File: config.mk
export PLATFORM = sky130hd
export DESIGN_NAME = prefix_sequencer_flat
export DESIGN_NICKNAME = d
export VERILOG_FILES = /design/src/rtl/prefix_sequencer_pkg.sv /design/src/rtl/prefix_sequencer_if.sv /design/src/rtl/prefix_classify.sv /design/src/rtl/prefix_sequencer.sv /design/src/flat_wrapper.sv
export SDC_FILE = /design/constraint.sdc
export NUM_CORES = 1
export LEC_CHECK = 0
export ABC_AREA = 1
export CORE_ASPECT_RATIO = 0.5
export CORE_MARGIN = 5
export CORE_UTILIZATION = 30
export CTS_BUF_LIST = sky130_fd_sc_hd__clkbuf_4
export CTS_CLUSTER_SIZE = 16
export DETAILED_ROUTE_END_ITERATION = 8
export MAX_ROUTING_LAYER = met4
export PLACE_DENSITY = 0.6
export SYNTH_ARGS = -nofsm -noshare
export SYNTH_HDL_FRONTEND = slang
export SYNTH_SLANG_ARGS = --single-unit
File: constraint.sdc
create_clock -name clk -period 1.6 [get_ports clk]
set_input_delay 0.16 -clock clk [delete_from_list [all_inputs] [get_ports clk]]
set_output_delay 0.16 -clock clk [all_outputs]
set_load 0.01 [all_outputs]
File: src/rtl/prefix_sequencer_pkg.sv
// Shared constants and types for the instruction prefix sequencer.
//   - segment codes, which are also used by the segment override unit
//   - 8086 prefix byte values
//   - REP qualifier encoding
//   - FSM state type and the classifier result struct
package prefix_sequencer_pkg;

  localparam logic [1:0] SEG_ES = 2'd0;
  localparam logic [1:0] SEG_CS = 2'd1;
  localparam logic [1:0] SEG_SS = 2'd2;
  localparam logic [1:0] SEG_DS = 2'd3;

  localparam logic [7:0] PFX_ES    = 8'h26;
  localparam logic [7:0] PFX_CS    = 8'h2E;
  localparam logic [7:0] PFX_SS    = 8'h36;
  localparam logic [7:0] PFX_DS    = 8'h3E;
  localparam logic [7:0] PFX_LOCK  = 8'hF0;
  localparam logic [7:0] PFX_REPNE = 8'hF2;
  localparam logic [7:0] PFX_REP   = 8'hF3;

  localparam logic [1:0] REP_NONE = 2'b00;
  localparam logic [1:0] REP_NE   = 2'b10;
  localparam logic [1:0] REP_E    = 2'b11;

  typedef enum logic [1:0] {
    IDLE = 2'd0,
    SCAN = 2'd1,
    HOLD = 2'd2
  } prefix_state_t;

  typedef struct packed {
    logic is_seg;
    logic is_lock;
    logic is_rep;
    logic rep_z;
  } prefix_class_t;

  // Segment code carried by a segment override prefix byte.
  function automatic logic [1:0] seg_code(input logic [7:0] b);
    case (b)
      PFX_ES:  seg_code = SEG_ES;
      PFX_CS:  seg_code = SEG_CS;
      PFX_SS:  seg_code = SEG_SS;
      default: seg_code = SEG_DS;
    endcase
  endfunction

endpackage

File: src/rtl/prefix_sequencer_if.sv
// Bundle of the sequencer's control, prefetch-FIFO, override-unit and decoder signals.
//   master: the sequencer
//   slave : its surroundings (FIFO, decoder, override unit, control)
interface prefix_sequencer_if #(
  parameter int unsigned COUNT_W = 4
);
  logic               start;
  logic               flush;
  logic               fifo_empty;
  logic [7:0]         fifo_rd_data;
  logic               fifo_rd_en;
  logic               seg_update;
  logic               segment_override;
  logic [1:0]         override_in;
  logic [1:0]         rep;
  logic               lock;
  logic [COUNT_W-1:0] prefix_count;
  logic [7:0]         opcode;
  logic               opcode_valid;
  logic               opcode_ack;

  modport master (
    input  start, flush, fifo_empty, fifo_rd_data, opcode_ack,
    output fifo_rd_en, seg_update, segment_override, override_in,
           rep, lock, prefix_count, opcode, opcode_valid
  );

  modport slave (
    output start, flush, fifo_empty, fifo_rd_data, opcode_ack,
    input  fifo_rd_en, seg_update, segment_override, override_in,
           rep, lock, prefix_count, opcode, opcode_valid
  );
endinterface

File: src/rtl/prefix_classify.sv
// Combinational classification of one instruction byte as an 8086 prefix.
//   data : candidate byte
//   cls  : {is_seg, is_lock, is_rep, rep_z}; rep_z is byte[0] (REP vs REPNE)
module prefix_classify
  import prefix_sequencer_pkg::*;
(
  input  logic [7:0]    data,
  output prefix_class_t cls
);

  always_comb begin
    cls         = '0;
    cls.is_seg  = (data == PFX_ES) || (data == PFX_CS) ||
                  (data == PFX_SS) || (data == PFX_DS);
    cls.is_lock = (data == PFX_LOCK);
    cls.is_rep  = (data == PFX_REPNE) || (data == PFX_REP);
    cls.rep_z   = data[0];
  end

endmodule

File: src/rtl/prefix_sequencer.sv
// Prefix/opcode scanner between the prefetch FIFO, the decoder and the segment override unit.
//   clk, reset_n : clock, asynchronous active-low reset
//   bus (master) : start/flush control, show-ahead FIFO pop, seg_update pulse
//                  to the override unit, rep/lock/prefix_count qualifiers,
//                  opcode valid/ack to the decoder
module prefix_sequencer
  import prefix_sequencer_pkg::*;
#(
  parameter int unsigned COUNT_W = 4
) (
  input  logic         clk,
  input  logic         reset_n,
  prefix_sequencer_if.master bus
);

  localparam logic [COUNT_W-1:0] COUNT_MAX = '1;

  prefix_state_t      state;
  logic               seg_update_q;
  logic               segment_override_q;
  logic [1:0]         override_in_q;
  logic [1:0]         rep_q;
  logic               lock_q;
  logic [COUNT_W-1:0] prefix_count_q;
  logic [7:0]         opcode_q;
  logic               opcode_valid_q;

  prefix_class_t      cls;
  logic               pop;
  logic [COUNT_W-1:0] count_inc;

  prefix_classify u_classify (
    .data (bus.fifo_rd_data),
    .cls  (cls)
  );

  // Pop directly from state so a reset drops the read enable asynchronously.
  assign pop       = (state == SCAN) && !bus.fifo_empty && !bus.flush;
  assign count_inc = (prefix_count_q == COUNT_MAX) ? prefix_count_q
                                                   : prefix_count_q + COUNT_W'(1);

  // FSM and qualifier registers.
  always_ff @(posedge clk or negedge reset_n) begin
    if (!reset_n) begin
      state              <= IDLE;
      seg_update_q       <= 1'b0;
      segment_override_q <= 1'b0;
      override_in_q      <= SEG_ES;
      rep_q              <= REP_NONE;
      lock_q             <= 1'b0;
      prefix_count_q     <= '0;
      opcode_q           <= 8'h00;
      opcode_valid_q     <= 1'b0;
    end else begin
      seg_update_q       <= 1'b0;
      segment_override_q <= 1'b0;
      if (bus.flush) begin
        state          <= IDLE;
        opcode_valid_q <= 1'b0;
        rep_q          <= REP_NONE;
        lock_q         <= 1'b0;
        prefix_count_q <= '0;
      end else begin
        case (state)
          IDLE: begin
            if (bus.start) begin
              state          <= SCAN;
              rep_q          <= REP_NONE;
              lock_q         <= 1'b0;
              prefix_count_q <= '0;
            end
          end
          SCAN: begin
            if (pop) begin
              if (cls.is_seg) begin
                seg_update_q       <= 1'b1;
                segment_override_q <= 1'b1;
                override_in_q      <= seg_code(bus.fifo_rd_data);
                prefix_count_q     <= count_inc;
              end else if (cls.is_lock) begin
                lock_q         <= 1'b1;
                prefix_count_q <= count_inc;
              end else if (cls.is_rep) begin
                rep_q          <= cls.rep_z ? REP_E : REP_NE;
                prefix_count_q <= count_inc;
              end else begin
                opcode_q       <= bus.fifo_rd_data;
                opcode_valid_q <= 1'b1;
                state          <= HOLD;
              end
            end
          end
          HOLD: begin
            if (bus.opcode_ack) begin
              opcode_valid_q <= 1'b0;
              state          <= IDLE;
            end
          end
          default: state <= IDLE;
        endcase
      end
    end
  end

  assign bus.fifo_rd_en       = pop;
  assign bus.seg_update       = seg_update_q;
  assign bus.segment_override = segment_override_q;
  assign bus.override_in      = override_in_q;
  assign bus.rep              = rep_q;
  assign bus.lock             = lock_q;
  assign bus.prefix_count     = prefix_count_q;
  assign bus.opcode           = opcode_q;
  assign bus.opcode_valid     = opcode_valid_q;

endmodule

File: src/flat_wrapper.sv
// flat-port wrapper written by rule: the top's interface ports become plain ports
module prefix_sequencer_flat import prefix_sequencer_pkg::*;
#(
  parameter int unsigned COUNT_W = 4
)
  (clk, reset_n, bus_start, bus_flush, bus_fifo_empty, bus_fifo_rd_data, bus_opcode_ack, bus_fifo_rd_en, bus_seg_update, bus_segment_override, bus_override_in, bus_rep, bus_lock, bus_prefix_count, bus_opcode, bus_opcode_valid);
  prefix_sequencer_if #(.COUNT_W(COUNT_W)) bus_i ();
  input  logic clk;
  input  logic reset_n;
  input wire logic [$bits(bus_i.start)-1:0] bus_start;
  input wire logic [$bits(bus_i.flush)-1:0] bus_flush;
  input wire logic [$bits(bus_i.fifo_empty)-1:0] bus_fifo_empty;
  input wire logic [$bits(bus_i.fifo_rd_data)-1:0] bus_fifo_rd_data;
  input wire logic [$bits(bus_i.opcode_ack)-1:0] bus_opcode_ack;
  output wire logic [$bits(bus_i.fifo_rd_en)-1:0] bus_fifo_rd_en;
  output wire logic [$bits(bus_i.seg_update)-1:0] bus_seg_update;
  output wire logic [$bits(bus_i.segment_override)-1:0] bus_segment_override;
  output wire logic [$bits(bus_i.override_in)-1:0] bus_override_in;
  output wire logic [$bits(bus_i.rep)-1:0] bus_rep;
  output wire logic [$bits(bus_i.lock)-1:0] bus_lock;
  output wire logic [$bits(bus_i.prefix_count)-1:0] bus_prefix_count;
  output wire logic [$bits(bus_i.opcode)-1:0] bus_opcode;
  output wire logic [$bits(bus_i.opcode_valid)-1:0] bus_opcode_valid;
  assign bus_i.start = bus_start;
  assign bus_i.flush = bus_flush;
  assign bus_i.fifo_empty = bus_fifo_empty;
  assign bus_i.fifo_rd_data = bus_fifo_rd_data;
  assign bus_i.opcode_ack = bus_opcode_ack;
  assign bus_fifo_rd_en = bus_i.fifo_rd_en;
  assign bus_seg_update = bus_i.seg_update;
  assign bus_segment_override = bus_i.segment_override;
  assign bus_override_in = bus_i.override_in;
  assign bus_rep = bus_i.rep;
  assign bus_lock = bus_i.lock;
  assign bus_prefix_count = bus_i.prefix_count;
  assign bus_opcode = bus_i.opcode;
  assign bus_opcode_valid = bus_i.opcode_valid;
  prefix_sequencer #(.COUNT_W(COUNT_W)) u_core (.clk(clk), .reset_n(reset_n), .bus(bus_i));
endmodule
==> run_summary.xml <==
<?xml version="1.0" encoding="UTF-8"?>
<metrics>
  <group name="layout">
    <metric name="diode_insertion_count_for_antenna_repair" unit="">0</metric>
    <metric name="final-instance-count-excl-fill" unit="">264</metric>
    <metric name="proportion_of_layout_cells_with_a_drive_suffix_above_1" unit="%">21.0</metric>
    <metric name="design_area" unit="sq um">1760</metric>
    <metric name="layout.nets" unit="">226</metric>
    <metric name="syn_to_final_growth" unit="%">48.3</metric>
    <metric name="seqCellArea" unit="sq um">526</metric>
    <metric name="fillerInstances" unit="">380</metric>
    <metric name="multi_input_area" unit="sq um">609</metric>
  </group>
  <group name="synthesis">
    <metric name="synthDistinctLibCells" unit="">26</metric>
    <metric name="netlist.top_cell.by_area" unit="">sky130_fd_sc_hd__dfrtp_1</metric>
    <metric name="ys_seq_elements" unit="">21</metric>
    <metric name="area_share_of_the_largest_cell_type_after_synthesis" unit="%">44.3</metric>
    <metric name="yosys-top-cells-area" unit="">sky130_fd_sc_hd__dfrtp_1 44%, sky130_fd_sc_hd__nand2_1 17%, sky130_fd_sc_hd__nand3_1 7.2%, sky130_fd_sc_hd__nor2_1 6.3%, sky130_fd_sc_hd__nand2_2 2.6%</metric>
    <metric name="number_of_enable_type_register_cells_in_the_synthesized_netlist" unit="">0</metric>
    <metric name="synthXorXnorAreaFrac" unit="%">1.48</metric>
    <metric name="muxShareOfSynthArea" unit="%">0</metric>
    <metric name="post-synth-top-count-cell" unit="">sky130_fd_sc_hd__nand2_1</metric>
    <metric name="simple_gate_area_share_of_the_yosys_netlist" unit="%">45.0</metric>
    <metric name="synth_area_per_cell" unit="sq um">7.71</metric>
    <metric name="synth_flop_cell" unit="">sky130_fd_sc_hd__dfrtp_1</metric>
    <metric name="synthesis.yosys.warnings" unit="">0</metric>
    <metric name="synth_commonest_cells" unit="">53 x sky130_fd_sc_hd__nand2_1, 21 x sky130_fd_sc_hd__dfrtp_1, 20 x sky130_fd_sc_hd__nor2_1</metric>
    <metric name="synthCells" unit="">154</metric>
    <metric name="synthArstFlopShare" unit="%">100</metric>
    <metric name="synth_fp_nets" unit="">169</metric>
    <metric name="netlist_area" unit="sq um">1190</metric>
    <metric name="synth_adder_area_share" unit="%">1.05</metric>
    <metric name="synth_top_family_by_area" unit="">simple AND/OR/NAND/NOR gates</metric>
    <metric name="compound_cell_area_share_of_the_yosys_netlist" unit="%">3.37</metric>
    <metric name="ys_seq_area_share" unit="%">44.3</metric>
  </group>
  <group name="die">
    <metric name="die_area" unit="sq um">5390</metric>
    <metric name="die_height" unit="microns">54.5</metric>
    <metric name="initial_core_util" unit="%">30.7</metric>
    <metric name="core_area" unit="sq um">3860</metric>
    <metric name="placement_rows" unit="">16</metric>
    <metric name="boundaryPins" unit="">35</metric>
    <metric name="die-width" unit="microns">99.0</metric>
  </group>
  <group name="detailed_routing">
    <metric name="drc_errors" unit="">0</metric>
    <metric name="route.top_layer_used" unit="">met4</metric>
    <metric name="vias_after_detailed_routing" unit="">1126</metric>
    <metric name="ant_nets" unit="">0</metric>
    <metric name="post_drt_via_cell_ratio" unit="">4.27</metric>
    <metric name="final_routed_wire_length_divided_by_cell_count" unit="microns">11.0</metric>
    <metric name="aggregate_routed_wire_length" unit="mm">2.90</metric>
    <metric name="detail_route.first_pass.iterations" unit="">4</metric>
    <metric name="route.met2.wl" unit="mm">1.35</metric>
    <metric name="drt_first_iter_violations" unit="">21</metric>
    <metric name="wl_met3" unit="microns">97</metric>
    <metric name="metal1_wirelength" unit="mm">1.43</metric>
  </group>
  <group name="place">
    <metric name="hpwlAfterDp" unit="mm">2.34</metric>
    <metric name="gp_routability_congestion" unit="">0.804</metric>
    <metric name="dp_worst_setup_slack" unit="ns">-0.0640</metric>
    <metric name="dpl_cell_area" unit="sq um">1710</metric>
    <metric name="place.detailed.instances" unit="">257</metric>
    <metric name="port_buffers" unit="">34</metric>
  </group>
  <group name="outcome">
    <metric name="status" unit="">finished, final reports clean</metric>
  </group>
  <group name="clock_tree">
    <metric name="numCtsBuffers" unit="">3</metric>
    <metric name="numClockSinks" unit="">21</metric>
    <metric name="tritoncts_clock_tree" unit="">done</metric>
    <metric name="cts.path.max_buffers" unit="">2</metric>
    <metric name="path_clk_slew" unit="ns">0.13</metric>
    <metric name="cts.root.buffer_cell" unit="">sky130_fd_sc_hd__clkbuf_4</metric>
    <metric name="worst_skew_pair_latency" unit="ns">0.32</metric>
    <metric name="cts_hold_buffers" unit="">0</metric>
    <metric name="cts-htree-levels" unit="">1</metric>
  </group>
  <group name="setup_path">
    <metric name="critical-path-max-stage-delay" unit="ns">0.42</metric>
    <metric name="worstPathMaxFanout" unit="">3</metric>
    <metric name="worst_path_max_delay_cell" unit="">sky130_fd_sc_hd__dfrtp_1</metric>
    <metric name="cp.arrival" unit="ns">1.34</metric>
    <metric name="crit_path_cell_trace" unit="">nor2_2, nand2_2, nor2_2, dlygate4sd2_1</metric>
    <metric name="setup.worst_path.end_class" unit="">output port</metric>
    <metric name="cpMostUsedCell" unit="">sky130_fd_sc_hd__nor2_2</metric>
    <metric name="timing.setup.critical_path_class" unit="">reg -&gt; out</metric>
    <metric name="critical_path_required" unit="ns">1.44</metric>
    <metric name="setup.worst_path.start_class" unit="">flop</metric>
  </group>
  <group name="min_path">
    <metric name="type_of_the_worst_min_delay_path" unit="">in -&gt; async</metric>
  </group>
  <group name="timing">
    <metric name="timing.clock.skew" unit="ns">0.0124</metric>
    <metric name="max_clock_freq" unit="GHz">0.666</metric>
    <metric name="timing.slew.headroom" unit="%">79.3</metric>
    <metric name="finalCritPeriodShare" unit="%">93.9</metric>
    <metric name="worst_hold_slack" unit="ns">0.168</metric>
    <metric name="layout_setup_ws" unit="ns">0.0974</metric>
    <metric name="finalMaxSlewViolations" unit="">0</metric>
    <metric name="finalSetupViolations" unit="">0</metric>
    <metric name="worst_slew_pin_slew" unit="ns">0.309</metric>
    <metric name="timing.final.hold_violations" unit="">0</metric>
    <metric name="tmin_final" unit="ns">1.50</metric>
  </group>
  <group name="global_route">
    <metric name="grt_antenna_before_repair" unit="">0</metric>
    <metric name="grt_first_pass_wirelength" unit="mm">4.91</metric>
    <metric name="number_of_global_route_vias_before_repair" unit="">1104</metric>
    <metric name="largest_net_degree_at_the_start_of_global_routing" unit="">22</metric>
    <metric name="globalRouteTotalUtil" unit="%">12.1</metric>
    <metric name="grt_overflow" unit="">0</metric>
  </group>
  <group name="power">
    <metric name="power_density_of_the_placed_cells" unit="nW/um^2">1000</metric>
    <metric name="leakagePower" unit="uW">0.000850</metric>
    <metric name="power" unit="uW">1770</metric>
    <metric name="vdd_ir_drop_max" unit="mV">0.311</metric>
  </group>
  <group name="run">
    <metric name="drv.max_cap_violation_count" unit="">0</metric>
  </group>
</metrics>
cell families (layout without fill, tap and decap cells):
family / after synthesis / count (layout)
AND/OR/NAND/NOR: 110 / 110
flip-flops: 21 / 21
buffers and inverters: 12 / 68
AO/OA/AOI/OAI: 8 / 8
XOR/XNOR: 2 / 2
adder cells (fa/ha/maj): 1 / 1
critical path: cells and delay by family (launching register included):
family	cells	cell delay [ns]
buffers and inverters	1	0.27
flip-flops	1	0.42
AND/OR/NAND/NOR	3	0.35
where the power goes:
part           leakage (uW)  switching [uW]  internal [uW]
Clock             0.0000177             174           93.6
Combinational      0.000555             353            401
Sequential         0.000277            81.2            665
Total              0.000850             608           1160
cell type report:
class                      instances  share of cell area (%)
multi-input combinational        121                    34.6
tap                               54                    3.84
sequential                        21                    29.9
clock inverter                     1                   0.284
clock buffer                       3                    1.28
timing repair buffer              55                    28.2
inverter                           9                    1.92
metal layers:
| metal | up-vias | GRT usage [%] |
|---|---|---|
| met3 | 5 | 3.31 |
| met5 | - | - |
| met4 | 0 | 3.40 |
| met2 | 13 | 20.9 |
| li1 | 603 | - |
| met1 | 505 | 14.2 |
flip-flops by register name, summed over array words and instances, names as in the netlist:
register	flops
u_core.bus.lock	1
u_core.bus.rep	2
u_core.bus.opcode_valid	1
u_core.bus.override_in	2
u_core.bus.prefix_count	4
u_core.bus.opcode	8
u_core.bus.seg_update	1
u_core.state	2
layout by cell type (no fill, tap or decap), drive strengths merged:
master	instances
nand2	60
clkdlybuf4s50	33
nor2	26
buf	21
dfrtp	21
nand3	19
inv	8
o21ai	7
clkbuf	3
nor3	2
nand3b	2
clkinv	2
nand4	1
xor2	1
xnor2	1
a21oi	1
ha	1
dlygate4sd2	1
path summary, 6_finish.rpt:
kind / slack [ns] / end / from / cells after the start
hold reg to reg: 0.48 / u_core.bus.opcode_valid$_DFFE_PN0P_ / u_core.bus.opcode_valid$_DFFE_PN0P_ / 2
hold / removal: 0.17 / u_core.bus.opcode[4]$_DFFE_PN0P_ / reset_n / 2
setup / recovery: 0.1 / bus_fifo_rd_en / u_core.state[1]$_DFFE_PN0P_ / 4
setup reg to reg: 0.13 / u_core.state[0]$_DFFE_PN0P_ / u_core.state[1]$_DFFE_PN0P_ / 10
max in group asynchronous: 1.20 / u_core.bus.opcode_valid$_DFFE_PN0P_ / reset_n / 2
min in group clk: 0.44 / u_core.bus.opcode[6]$_DFFE_PN0P_ / bus_fifo_rd_data[6] / 3
timing repair:
action | CTS | global route
endpoints found under the setup margin | 1 | 2
pin swaps | 0 | 1
setup buffers | 1 | 2
resized for setup | 1 | 2
through the flow:
step | TNS [ns] | utilization [%]
finish | 0 | 45.6
floorplan | 0 | -
CTS | 0 | 45.0
global placement | -0.626 | 44.2
detailed placement | -0.681 | 44.2
global route | -0.000541 | 45.6
Note: power is estimated with default switching activity, not from simulation.
